===== src/rtl/pair_feeder.sv =====
// Pair feeder: enumerates reference/neighbor particle pairs for one cell pair and
// streams one 194-bit pair packet per clock into the force pipeline.
module pair_feeder #(
    parameter int ADDR_W = 8,
    parameter int POS_W  = 96
) (
    input  logic                 clk,
    input  logic                 reset,
    input  logic                 start,
    input  logic                 home_cell,
    input  logic [ADDR_W:0]      ref_count,
    input  logic [ADDR_W:0]      nbr_count,
    output logic [ADDR_W-1:0]    ref_addr,
    input  logic [POS_W-1:0]     ref_data,
    output logic [ADDR_W-1:0]    nbr_addr,
    input  logic [POS_W-1:0]     nbr_data,
    output logic [2*POS_W+1:0]   out,
    output logic                 busy,
    output logic                 done
);
    localparam int CNT_W = ADDR_W + 1;
    localparam int PKT_W = 2 * POS_W + 2;
    localparam logic [PKT_W-1:0] NULL_PKT = {1'b1, {(PKT_W-1){1'b0}}};

    typedef enum logic [1:0] {IDLE, ISSUE, DRAIN, FIN} state_t;

    state_t             state_q, state_d;
    logic [CNT_W-1:0]   i_q, i_d, j_q, j_d;
    logic [CNT_W-1:0]   ref_cnt_q, ref_cnt_d, nbr_cnt_q, nbr_cnt_d;
    logic               home_q, home_d;
    logic [ADDR_W-1:0]  ref_addr_q, ref_addr_d, nbr_addr_q, nbr_addr_d;
    logic               issue_valid_q, issue_valid_d;
    logic [PKT_W-1:0]   out_q, out_d;
    logic               busy_q, busy_d, done_q, done_d;

    logic               accept, empty;
    logic [CNT_W-1:0]   i_n, j_n;

    always_ff @(posedge clk) begin
        if (reset) begin
            state_q       <= IDLE;
            i_q           <= '0;
            j_q           <= '0;
            ref_cnt_q     <= '0;
            nbr_cnt_q     <= '0;
            home_q        <= 1'b0;
            ref_addr_q    <= '0;
            nbr_addr_q    <= '0;
            issue_valid_q <= 1'b0;
            out_q         <= NULL_PKT;
            busy_q        <= 1'b0;
            done_q        <= 1'b0;
        end else begin
            state_q       <= state_d;
            i_q           <= i_d;
            j_q           <= j_d;
            ref_cnt_q     <= ref_cnt_d;
            nbr_cnt_q     <= nbr_cnt_d;
            home_q        <= home_d;
            ref_addr_q    <= ref_addr_d;
            nbr_addr_q    <= nbr_addr_d;
            issue_valid_q <= issue_valid_d;
            out_q         <= out_d;
            busy_q        <= busy_d;
            done_q        <= done_d;
        end
    end

    // busy_q also covers the done cycle, so a start there is ignored
    assign accept = start && (state_q == IDLE) && !busy_q;
    assign empty  = (ref_count == '0) || (nbr_count == '0) ||
                    (home_cell && (ref_count <= CNT_W'(1)));

    always_comb begin
        state_d   = state_q;
        i_d       = i_q;
        j_d       = j_q;
        ref_cnt_d = ref_cnt_q;
        nbr_cnt_d = nbr_cnt_q;
        home_d    = home_q;
        i_n       = i_q;
        j_n       = j_q + CNT_W'(1);
        case (state_q)
            IDLE: begin
                if (accept) begin
                    ref_cnt_d = ref_count;
                    nbr_cnt_d = nbr_count;
                    home_d    = home_cell;
                    i_d       = '0;
                    j_d       = home_cell ? CNT_W'(1) : '0;
                    state_d   = empty ? FIN : ISSUE;
                end
            end
            ISSUE: begin
                if (j_n == nbr_cnt_q) begin
                    i_n = i_q + CNT_W'(1);
                    j_n = home_q ? i_n + CNT_W'(1) : '0;
                end
                i_d = i_n;
                j_d = j_n;
                // Home passes run out when the upper triangle's last row is empty
                if ((i_n == ref_cnt_q) || (j_n >= nbr_cnt_q))
                    state_d = DRAIN;
            end
            DRAIN:   state_d = FIN;
            default: state_d = IDLE;
        endcase
    end

    always_comb begin
        ref_addr_d    = ref_addr_q;
        nbr_addr_d    = nbr_addr_q;
        issue_valid_d = 1'b0;
        if (state_q == ISSUE) begin
            ref_addr_d    = i_q[ADDR_W-1:0];
            nbr_addr_d    = j_q[ADDR_W-1:0];
            issue_valid_d = 1'b1;
        end
        out_d  = issue_valid_q ? {1'b0, nbr_data, 1'b0, ref_data} : NULL_PKT;
        done_d = (state_q == FIN);
        busy_d = busy_q;
        if (accept)
            busy_d = 1'b1;
        else if (done_q)
            busy_d = 1'b0;
    end

    assign ref_addr = ref_addr_q;
    assign nbr_addr = nbr_addr_q;
    assign out      = out_q;
    assign busy     = busy_q;
    assign done     = done_q;
endmodule


===== config.mk =====
export PLATFORM = sky130hd
export DESIGN_NAME = pair_feeder
export DESIGN_NICKNAME = d
export VERILOG_FILES = /design/src/rtl/pair_feeder.sv
export SDC_FILE = /design/constraint.sdc
export NUM_CORES = 1
export LEC_CHECK = 0
export CORE_AREA = 5 5 162 164
export CTS_BUF_LIST = sky130_fd_sc_hd__clkbuf_16
export DETAILED_ROUTE_END_ITERATION = 6
export DIE_AREA = 0 0 167 169
export PLACE_DENSITY = 0.77
export SYNTH_ARGS = -nofsm -noshare
export SYNTH_HDL_FRONTEND = slang
export SYNTH_SLANG_ARGS = --single-unit

===== constraint.sdc =====
create_clock -name clk -period 11.6 [get_ports clk]
set_input_delay 1.16 -clock clk [delete_from_list [all_inputs] [get_ports clk]]
set_output_delay 1.16 -clock clk [all_outputs]
set_load 0.02 [all_outputs]

Word-level counts from Yosys, hierarchy flattened
Index checks and enable logic that the tools add are counted.
- add/subtract/negate cells: 3
- order comparisons: 2
- equal/unequal tests: 7
- muxes and demuxes: 18
- bitwise logic cells: 1
- reductions and logical operators: 16
- operators with widths (kind ; count):
    194-bit 2-to-1 mux ; 1
    9-bit 2-to-1 mux ; 7
    9-bit case mux with 2 select lines ; 2
    9-bit by 1-bit adder with 9-bit output (second input constant) ; 3
    9-bit equality test ; 2
    9-bit zero test ; 2
    9-bit >= comparator ; 1
    9-bit by 1-bit less-or-equal comparator with 1-bit output (second input constant) ; 1
    2-bit 2-to-1 mux ; 3
    2-bit case mux with 3 select lines ; 1
    2-bit AND reduction ; 3
    2-bit equality test (second input constant) ; 2
    1-bit 2-to-1 mux ; 4
    2-bit inequality test (second input constant) ; 2
    2-bit nonzero test ; 2
    1-bit logical AND ; 3
    1-bit logical OR ; 3
    2-bit by 1-bit equality test with 1-bit output (second input constant) ; 1
    2-bit zero test ; 1
    2-bit OR reduction ; 1
    1-bit zero test ; 1
    1-bit NOT ; 1
- register bits: 252
- logic and storage cells: 60

Longest topological paths before layout
Gate-level depths: netlist of the first run.
- word-level depth: 9
- gate-level depth with buffers: 17
- gate-level depth less buffers: 16

Least setup slack after synthesis of the first run
Ideal clock, no wire load.
- path type: register to register
- start point: reg j_q[0]
- end point: reg state_q[0]
- data arrival time: 4.066 ns
- data required time: 11.479 ns
- slack: 7.413 ns
- cell stages (with the launch flop): 17
- path buffers: 1
- clock period less this slack: 4.187 ns
- path through: dfxtp_1 ha_1 nand2b_1 o211a_1 or4_1 a211oi_2 nand4_4 buf_6 mux2i_1 ha_1 o2111ai_1 a21oi_1 a2111oi_0 o21bai_1 a211o_1 a32o_1 mux2_4
- cells in the longest elaborated chain, start to end: 8
- elaborated cells on any way between the ends: 11
- those cells by class: 1 x add/sub; 1 x order compare; 3 x eq/ne; 4 x mux; 2 x reduce/logical
- ends and longest elaborated chain (item ; RTL line ; text):
    start, declared ; 28 ; logic [CNT_W-1:0] i_q, i_d, j_q, j_d;
    start signal, assigned ; 56 ; j_q <= j_d;
    9-bit by 1-bit adder with 9-bit output (*) ; 82 ; j_n = j_q + CNT_W'(1);
    9-bit equality test ; 95 ; if (j_n == nbr_cnt_q) begin
    9-bit 2-to-1 mux ; 95 ;
    9-bit 2-to-1 mux ; 83 ; case (state_q)
    9-bit >= comparator or 9-bit equality test (tied branches) ; 102 ; if ((i_n == ref_cnt_q) || (j_n >= nbr_cnt_q))
    1-bit logical OR (*) ; 102 ;
    2-bit inequality test (no line) (*) ; -- ;
    2-bit AND reduction (no line) (*) ; -- ;
    end signal, assigned ; 54 ; state_q <= state_d;
    end, declared ; 27 ; state_t state_q, state_d;
Every way passes the cells marked *; elsewhere a longest branch is shown, timed or not. The select of a mux whose other input is x is not followed.
A chain may end at the register's enable or synchronous reset.

Worst setup path after layout of the first run
Same ends and word-level chain as after synthesis.

==> results of run 1 <==
-- cell usage in the layout (no fill, tap or decap), types with 3 or more instances in the layout --
master             n
a21oi_1           31
a22oi_1            9
a311oi_1           3
and2_1           195
and3_1             7
buf_4              6
bufinv_16          6
clkbuf_16         29
clkdlybuf4s50_1  423
clkinv_1           4
clkinv_2           5
clkinvlp_4         4
dfxtp_1          251
diode_2            3
ha_1              16
inv_1             22
mux2i_1           30
nand2_1           56
nand2b_1          11
nand3_1           12
nand3b_1           3
nor2_1            41
nor2b_1            4
nor3_1             7
nor4_1             4
o2111ai_1          3
o21ai_0           12
o21ai_1            4
o31ai_1            3
or3_1              5
xnor2_1           21
xor2_1            16
-- worst max-delay path: stages (launching register included) --
cell and delay (ps):
dfxtp_1 480, ha_1 310, nand3_1 250, or3_1 480, xnor2_1 370, and2b_1 220
nand4_4 350, mux2_2 430, ha_1 270, o21ai_0 170, a21oi_1 90, a2111oi_0 390
o21bai_1 130, a211o_1 300, a32o_1 240, mux2_4 300
-- synthesized netlist by cell type, types with 12 or more instances --
cell | n | share of area
nand2_1 | 56 | 0.024
dfxtp_1 | 251 | 0.57
nor2_1 | 41 | 0.017
and2_1 | 195 | 0.14
mux2i_1 | 30 | 0.034
xnor2_1 | 21 | 0.021
clkbuf_1 | 36 | 0.015
o21ai_0 | 12 | 0.0068
xor2_1 | 16 | 0.016
nand3_1 | 12 | 0.0068
a21oi_1 | 31 | 0.017
ha_1 | 16 | 0.023
inv_1 | 21 | 0.0089
-- flip-flops by register name (all words and copies together) (netlist names) --
name           cells
home_q             1
nbr_addr           8
ref_addr           8
done               1
out              193
i_q                9
j_q                9
issue_valid_q      1
state_q            2
nbr_cnt_q          9
busy               1
ref_cnt_q          9
-- final timing paths --
kind / from / end / slack [ps] / cells after the start
worst max register to register: j_q[0] / state_q[0] / 6720 / 15
worst min register to register: ref_cnt_q[0] / ref_cnt_q[0] / 470 / 2
worst max-delay path: j_q[0] / state_q[0] / 6720 / 15
worst min-delay path: ref_cnt_q[0] / ref_cnt_q[0] / 470 / 2
-- final cells by class --
| type | count | area [sq um] | area share |
|---|---|---|---|
| multi-input combinational | 538 | 3550 | 0.247 |
| tap | 330 | 413 | 0.0287 |
| inverter | 21 | 78.8 | 0.00549 |
| timing repair buffer | 430 | 4280 | 0.298 |
| antenna | 3 | 7.51 | 0.000522 |
| clock buffer | 29 | 726 | 0.0505 |
| clock inverter | 23 | 280 | 0.0195 |
| sequential | 251 | 5020 | 0.350 |
-- through the flow --
| stage | total power, mW | instances | setup WS [ps] |
|---|---|---|---|
| 2_1_floorplan | 1.25 | 862 | 7410 |
| 3_3_place_gp | 1.48 | 1570 | 6860 |
| 6_report | 2.42 | 1625 | 6720 |
| 5_1_grt | 2.53 | 1625 | 6450 |
| 4_1_cts | 2.45 | 1622 | 6760 |
| 3_5_place_dp | 1.49 | 1570 | 6740 |
-- routing by layer --
layer,GRT usage,share of wire,vias up
met2,0.360,0.51,270
met3,0.0743,0.093,60
li1,-,-,3627
met1,0.221,0.37,3427
met5,0,0.00043,-
met4,0.0647,0.025,2
-- power by group --
group,internal [mW],switching (mW)
combinational,0.247,0.265
clock,0.588,0.361
sequential,0.926,0.0359
total,1.76,0.662
-- kinds of logic (layout without fill, tap and decap cells) --
logic type / Yosys count / in the layout
mux: 33 / 33
buf+inv: 73 / 503
fa+ha+maj: 16 / 16
simple gates: 360 / 360
flops: 251 / 251
other cells: 1 / 4
compound gates: 90 / 90
xor+xnor: 38 / 38
==> results.rst, run 1 <==
.. list-table::
   :header-rows: 1

   * - Metric
     - Value
   * - Clock transition at the registers of the reported paths
     - 60 ps
   * - Main combinational cell family by area after synthesis
     - simple AND/OR/NAND/NOR gates
   * - Ratio of final minimum period to clock period
     - 0.421
   * - End-of-flow core utilization
     - 0.581
   * - Finish-stage setup viols
     - 0
   * - Tmin final
     - 4880 ps
   * - Crit path launch type
     - flip-flop
   * - Largest net degree at the start of global routing
     - 100
   * - Post-synthesis adder-cell area fraction
     - 0.0226
   * - Worst Path Class, Setup
     - reg2reg
   * - Synth warn
     - 0
   * - Std cell rows
     - 58
   * - Routed Wire Length
     - 30200 microns
   * - Vias in the first global route
     - 7529
   * - Transition at the pin with the smallest max-transition slack
     - 1290 ps
   * - Hold buffers post-CTS
     - 0
   * - Total count of hold-check failures in the final report
     - 0
   * - Max rail drop VDD
     - 0.122 mV
   * - Routed wirelength normalized by instance count
     - 18.6 microns
   * - Fill count
     - 2129
   * - Min-Delay Path Class
     - reg2reg
   * - Commonest register cell after synthesis
     - dfxtp_1
   * - Fin area
     - 14400 sq um
   * - Worst Skew
     - 11.3 ps
   * - Maximum buffer depth of the clock tree
     - 3
   * - Placer congestion estimate
     - 0.917
   * - Required time of the worst setup path
     - 12030 ps
   * - Fin Setup TNS
     - 0 ps
   * - Ratio of cells with drive above 1 in the final layout
     - 0.0503
   * - Sequential cell area fraction in the yosys report
     - 0.567
   * - Relative area change from synthesis to final layout
     - 62.0%
   * - Antenna violations before repair
     - 4
   * - H-tree lvl count
     - 1
   * - Leakage power summed over all cells
     - 5.57 nW
   * - Synthesized Nets
     - 1092
   * - Number of distinct library cells after synthesis
     - 63
   * - Initial DRC count
     - 376
   * - Die X-Extent
     - 167 microns
   * - Number of vias after detailed routing
     - 7386
   * - Net count, final
     - 1500
   * - First-pass GRT wire length
     - 44300 microns
   * - HPWL after detailed placement
     - 23000 microns
   * - Number of nets with antenna violations after routing
     - 0
   * - Max Clk Rate
     - 0.205 GHz
   * - Buffers inserted during post-CTS setup optimization
     - 0
   * - Maximum fanout along the worst path
     - 19
   * - Total grt overflow
     - 0
   * - DRC violations left
     - 0
   * - Share of synthesized registers carrying an async set or reset
     - 0
   * - Setup repair after global routing missed its margin
     - false
   * - Max cap viols
     - 0
   * - Number of enable flip-flop cells after synthesis
     - 0
   * - Relative max-transition margin
     - 0.138
   * - Portion of netlist area occupied by mux cells
     - 0.0381
   * - Number of pins exceeding their max-slew limit in the final report
     - 0
   * - Post-Synth XOR/XNOR Area
     - 0.0391
   * - Count of buffers from port buffering
     - 424
   * - Total clock sinks
     - 251
   * - Mean instance size in the synthesized netlist
     - 10.3 sq um
   * - I/O pin count
     - 426
   * - Number of buffers created by CTS
     - 28
   * - Mapped cell area
     - 8870 sq um
   * - Area of the die
     - 28200 sq um
   * - Die boundary height
     - 169 microns
   * - Cell Area, Placed
     - 13400 sq um
   * - Clk_lat worst skew
     - 540 ps
   * - CP Capture Type
     - flip-flop
   * - Power per unit of standard cell area
     - 169 nW/um^2
   * - Synthesized instance count
     - 862
   * - CTS tree
     - built
   * - Total global-route track usage
     - 0.201
   * - CTS-repair resized insts
     - 0
   * - Initial DRT Pass Iterations
     - 5
   * - Fraction of the mapped netlist area in compound gates
     - 0.0680
   * - Number of synthesized register bits
     - 251
   * - Clock root buffer
     - clkbuf_16
   * - Area of the core region
     - 24700 sq um
   * - Worst Path Arrival
     - 5310 ps
   * - Simple logic cell fraction of the synthesized area
     - 0.231
   * - Worst hold margin
     - 471 ps
   * - Routed vias/inst
     - 4.55
   * - Initial Utilization
     - 0.358
   * - Result of the run
     - complete, no violations
(Power assumes the default switching activity.)
==> inputs of run 2 (changes only) <==
==> config.mk (replaced) <==
export PLATFORM = sky130hd
export DESIGN_NAME = pair_feeder
export DESIGN_NICKNAME = d
export VERILOG_FILES = /design/src/rtl/pair_feeder.sv
export SDC_FILE = /design/constraint.sdc
export NUM_CORES = 1
export LEC_CHECK = 0
export CORE_MARGIN = 5
export CORE_UTILIZATION = 37
export CTS_BUF_LIST = sky130_fd_sc_hd__clkbuf_16
export DETAILED_ROUTE_END_ITERATION = 6
export PLACE_DENSITY = 0.81
export SYNTH_ARGS = -nofsm -noshare
export SYNTH_HDL_FRONTEND = slang
export SYNTH_SLANG_ARGS = --single-unit
==> constraint.sdc (replaced) <==
create_clock -name clk -period 4.1 [get_ports clk]
set_input_delay 0.41 -clock clk [delete_from_list [all_inputs] [get_ports clk]]
set_output_delay 0.41 -clock clk [all_outputs]
set_load 0.02 [all_outputs]
==> run 2 against run 1 <==
Against the previous run: the run now ends with setup timing left; worst hold slack worse by 25 ps; die area fell by 3.7%; count of clock-buffer cells in the layout decreased by 2; critical path type unchanged; largest cell class unchanged.
==> results.rst, run 2 (synthesized netlist as in run 1, its figures left out) <==
.. list-table::
   :header-rows: 1

   * - Metric
     - Value
   * - Largest net degree at the start of global routing
     - 81 (was 100)
   * - Most frequent standard cell in the layout excluding fill and tap cells
     - clkdlybuf4s50_1 (unchanged)
   * - Buffer and inverter count on the worst path
     - 1 (was 0)
   * - Worst Path Class, Setup
     - reg2reg (unchanged)
   * - Hold buffers post-CTS
     - 0 (unchanged)
   * - Finish-stage setup viols
     - 2 (was 0)
   * - Internal power
     - 4.68 mW (was 1.76 mW)
   * - Total grt overflow
     - 0 (unchanged)
   * - Leakage power summed over all cells
     - 5.68 nW (was 5.57 nW)
   * - Sequential share of power
     - 0.414 (was 0.397)
   * - Worst Path Arrival
     - 4570 ps (was 5310 ps)
   * - Total count of hold-check failures in the final report
     - 0 (unchanged)
   * - Number of buffers created by CTS
     - 27 (was 28)
   * - Crit path launch type
     - flip-flop (unchanged)
   * - Relative max-transition margin
     - 0.429 (was 0.138)
   * - Min-Delay Path Class
     - in2reg (was reg2reg)
   * - Routed vias/inst
     - 4.58 (was 4.55)
   * - Clock root buffer
     - clkbuf_16 (unchanged)
   * - Cells traversed along the worst timing path
     - ha_4, nand3_1, mux2i_1, or4_1, a211oi_2, nand4_4, buf_6, mux2i_2, ha_1, a21o_1, a2111oi_4, o21bai_1, a211o_1, a32o_2, mux2_4 (was ha_1, nand3_1, or3_1, xnor2_1, and2b_1, nand4_4, mux2_2, ha_1, o21ai_0, a21oi_1, a2111oi_0, o21bai_1, a211o_1, a32o_1, mux2_4)
   * - Die X-Extent
     - 165 microns (was 167 microns)
   * - Max rail drop VDD
     - 0.376 mV (was 0.122 mV)
   * - Max cap viols
     - 0 (unchanged)
   * - Setup repair after global routing missed its margin
     - true (was false)
   * - Fin area
     - 14500 sq um (was 14400 sq um)
   * - Area of the die
     - 27200 sq um (was 28200 sq um)
   * - HPWL after detailed placement
     - 24500 microns (was 23000 microns)
   * - Number of vias after detailed routing
     - 7531 (was 7386)
   * - Worst Setup Slack post-DPL
     - -13.9 ps (was 6740 ps)
   * - Number of pins exceeding their max-slew limit in the final report
     - 0 (unchanged)
   * - Antenna violations before repair
     - 8 (was 4)
   * - Die boundary height
     - 165 microns (was 169 microns)
   * - Minimum setup slack in the final design
     - -61.5 ps (was 6720 ps)
   * - Area of combinational cells with multiple inputs
     - 3630 sq um (was 3550 sq um)
   * - Psw
     - 1.88 mW (was 662 uW)
   * - Number of nets with antenna violations after routing
     - 0 (unchanged)
   * - Transition at the pin with the smallest max-transition slack
     - 857 ps (was 1290 ps)
   * - Relative area change from synthesis to final layout
     - 63.6% (was 62.0%)
   * - Max Clk Rate
     - 0.240 GHz (was 0.205 GHz)
   * - Slowest cell on the critical path
     - or4_1 (was dfxtp_1)
   * - Maximum fanout along the worst path
     - 7 (was 19)
   * - Vias in the first global route
     - 7626 (was 7529)
   * - Crit-path leading delay family
     - compound AO/OA/AOI/OAI gates (unchanged)
   * - Worst Skew
     - 6.12 ps (was 11.3 ps)
   * - Clk_lat worst skew
     - 520 ps (was 540 ps)
   * - Violated checks
     - setup timing
   * - Count of buffers from port buffering
     - 424 (unchanged)
   * - Result of the run
     - finished with violations (was complete, no violations)
   * - Initial Utilization
     - 0.377 (was 0.358)
   * - Most used cells in the layout excluding fill and tap cells
     - clkdlybuf4s50_1, dfxtp_1, and2_1, nand2_1, nor2_1 (unchanged)
   * - Routed Wire Length
     - 31500 microns (was 30200 microns)
   * - Initial DRC count
     - 481 (was 376)
   * - R2R Setup Slk
     - -60 ps (was 6720 ps)
   * - H-tree lvl count
     - 1 (unchanged)
   * - Max FFs per register
     - 193 (unchanged)
   * - Ratio of cells with drive above 1 in the final layout
     - 0.0786 (was 0.0503)
   * - Cell Area, Placed
     - 13600 sq um (was 13400 sq um)
   * - CP Capture Type
     - flip-flop (unchanged)
   * - I/O pin count
     - 426 (unchanged)
   * - Area taken by flip-flops and latches
     - 5030 sq um (was 5020 sq um)
   * - First-pass GRT wire length
     - 45300 microns (was 44300 microns)
   * - Power per unit of standard cell area
     - 452 nW/um^2 (was 169 nW/um^2)
   * - Total clock sinks
     - 251 (unchanged)
   * - Relative contribution of combinational cells to total power
     - 0.247 (was 0.211)
   * - Total global-route track usage
     - 0.218 (was 0.201)
   * - Fill count
     - 1915 (was 2129)
   * - Ratio of final minimum period to clock period
     - 1.02 (was 0.421)
   * - Net count, final
     - 1534 (was 1500)
   * - End-of-flow core utilization
     - 0.616 (was 0.581)
   * - Clock transition at the registers of the reported paths
     - 60 ps (about the same)
   * - Maximum buffer depth of the clock tree
     - 3 (unchanged)
   * - Routed wirelength normalized by instance count
     - 19.1 microns (was 18.6 microns)
   * - Switching part of the total power
     - 0.287 (was 0.273)
   * - Required time of the worst setup path
     - 4510 ps (was 12030 ps)
   * - Tmin final
     - 4160 ps (was 4880 ps)
   * - Initial DRT Pass Iterations
     - 5 (unchanged)
   * - Std cell rows
     - 56 (was 58)
   * - DRC violations left
     - 0 (unchanged)
   * - Peak per-stage delay on the critical path
     - 490 ps (was 480 ps)
   * - Area of the core region
     - 23500 sq um (was 24700 sq um)
   * - Clock network fraction of total power
     - 0.339 (was 0.392)
   * - CTS tree
     - built (unchanged)
   * - Placer congestion estimate
     - 0.907 (was 0.917)
## run 2: path summary, 6_finish.rpt
check / from / depth (start not counted) / end
hold / removal: ref_data[17] / 2 / out[17]
hold reg to reg: ref_cnt_q[3] / 2 / ref_cnt_q[3]
setup / recovery: j_q[1] / 15 / state_q[0]
setup reg to reg: j_q[1] / 15 / state_q[0]
## run 2: area by class of cell
class,count,share of cell area
Inverter,21,0.00543
Clock inverter,21,0.00922
Sequential cell,251,0.347
Tap cell,319,0.0275
Multi-Input combinational cell,538,0.250
Antenna cell,4,0.000690
Timing Repair Buffer,465,0.314
Clock buffer,27,0.0466
## run 2: per-stage QoR
stage | total power [mW] | setup TNS, ps | hold WS [ps] | instances
after floorplan | 3.54 | 0 | 448 | 862
after global placement | 4.28 | 0 | 467 | 1587
after detailed placement | 4.30 | -13.9 | 467 | 1587
after CTS | 6.57 | 0 | 419 | 1636
after global routing | 6.89 | -310 | 417 | 1644
final | 6.57 | -85.8 | 446 | 1646
## run 2: metal layers
| layer | global-route usage | wire (microns) | up-vias | share of wire |
|---|---|---|---|---|
| met5 | 0 | 34 | - | 0.0011 |
| met4 | 0.0594 | 664 | 6 | 0.021 |
| met3 | 0.0871 | 3110 | 55 | 0.099 |
| met2 | 0.381 | 16300 | 285 | 0.52 |
| met1 | 0.248 | 11400 | 3487 | 0.36 |
| li1 | - | - | 3698 | - |
## run 2: power groups by stage
stage          logic, mW  clock network, mW  registers [mW]
6_report            1.62               2.23            2.72
3_3_place_gp        1.52                  0            2.76
5_1_grt             1.74               2.42            2.74
3_5_place_dp        1.53                  0            2.77
4_1_cts             1.56               2.29            2.72
2_1_floorplan      0.621                  0            2.92
## run 2: timing repair
action,CTS,global route
setup endpoints to repair,2,2
resized for setup,2,17
setup buffers,1,6
pin swaps,2,10
cloned,0,0
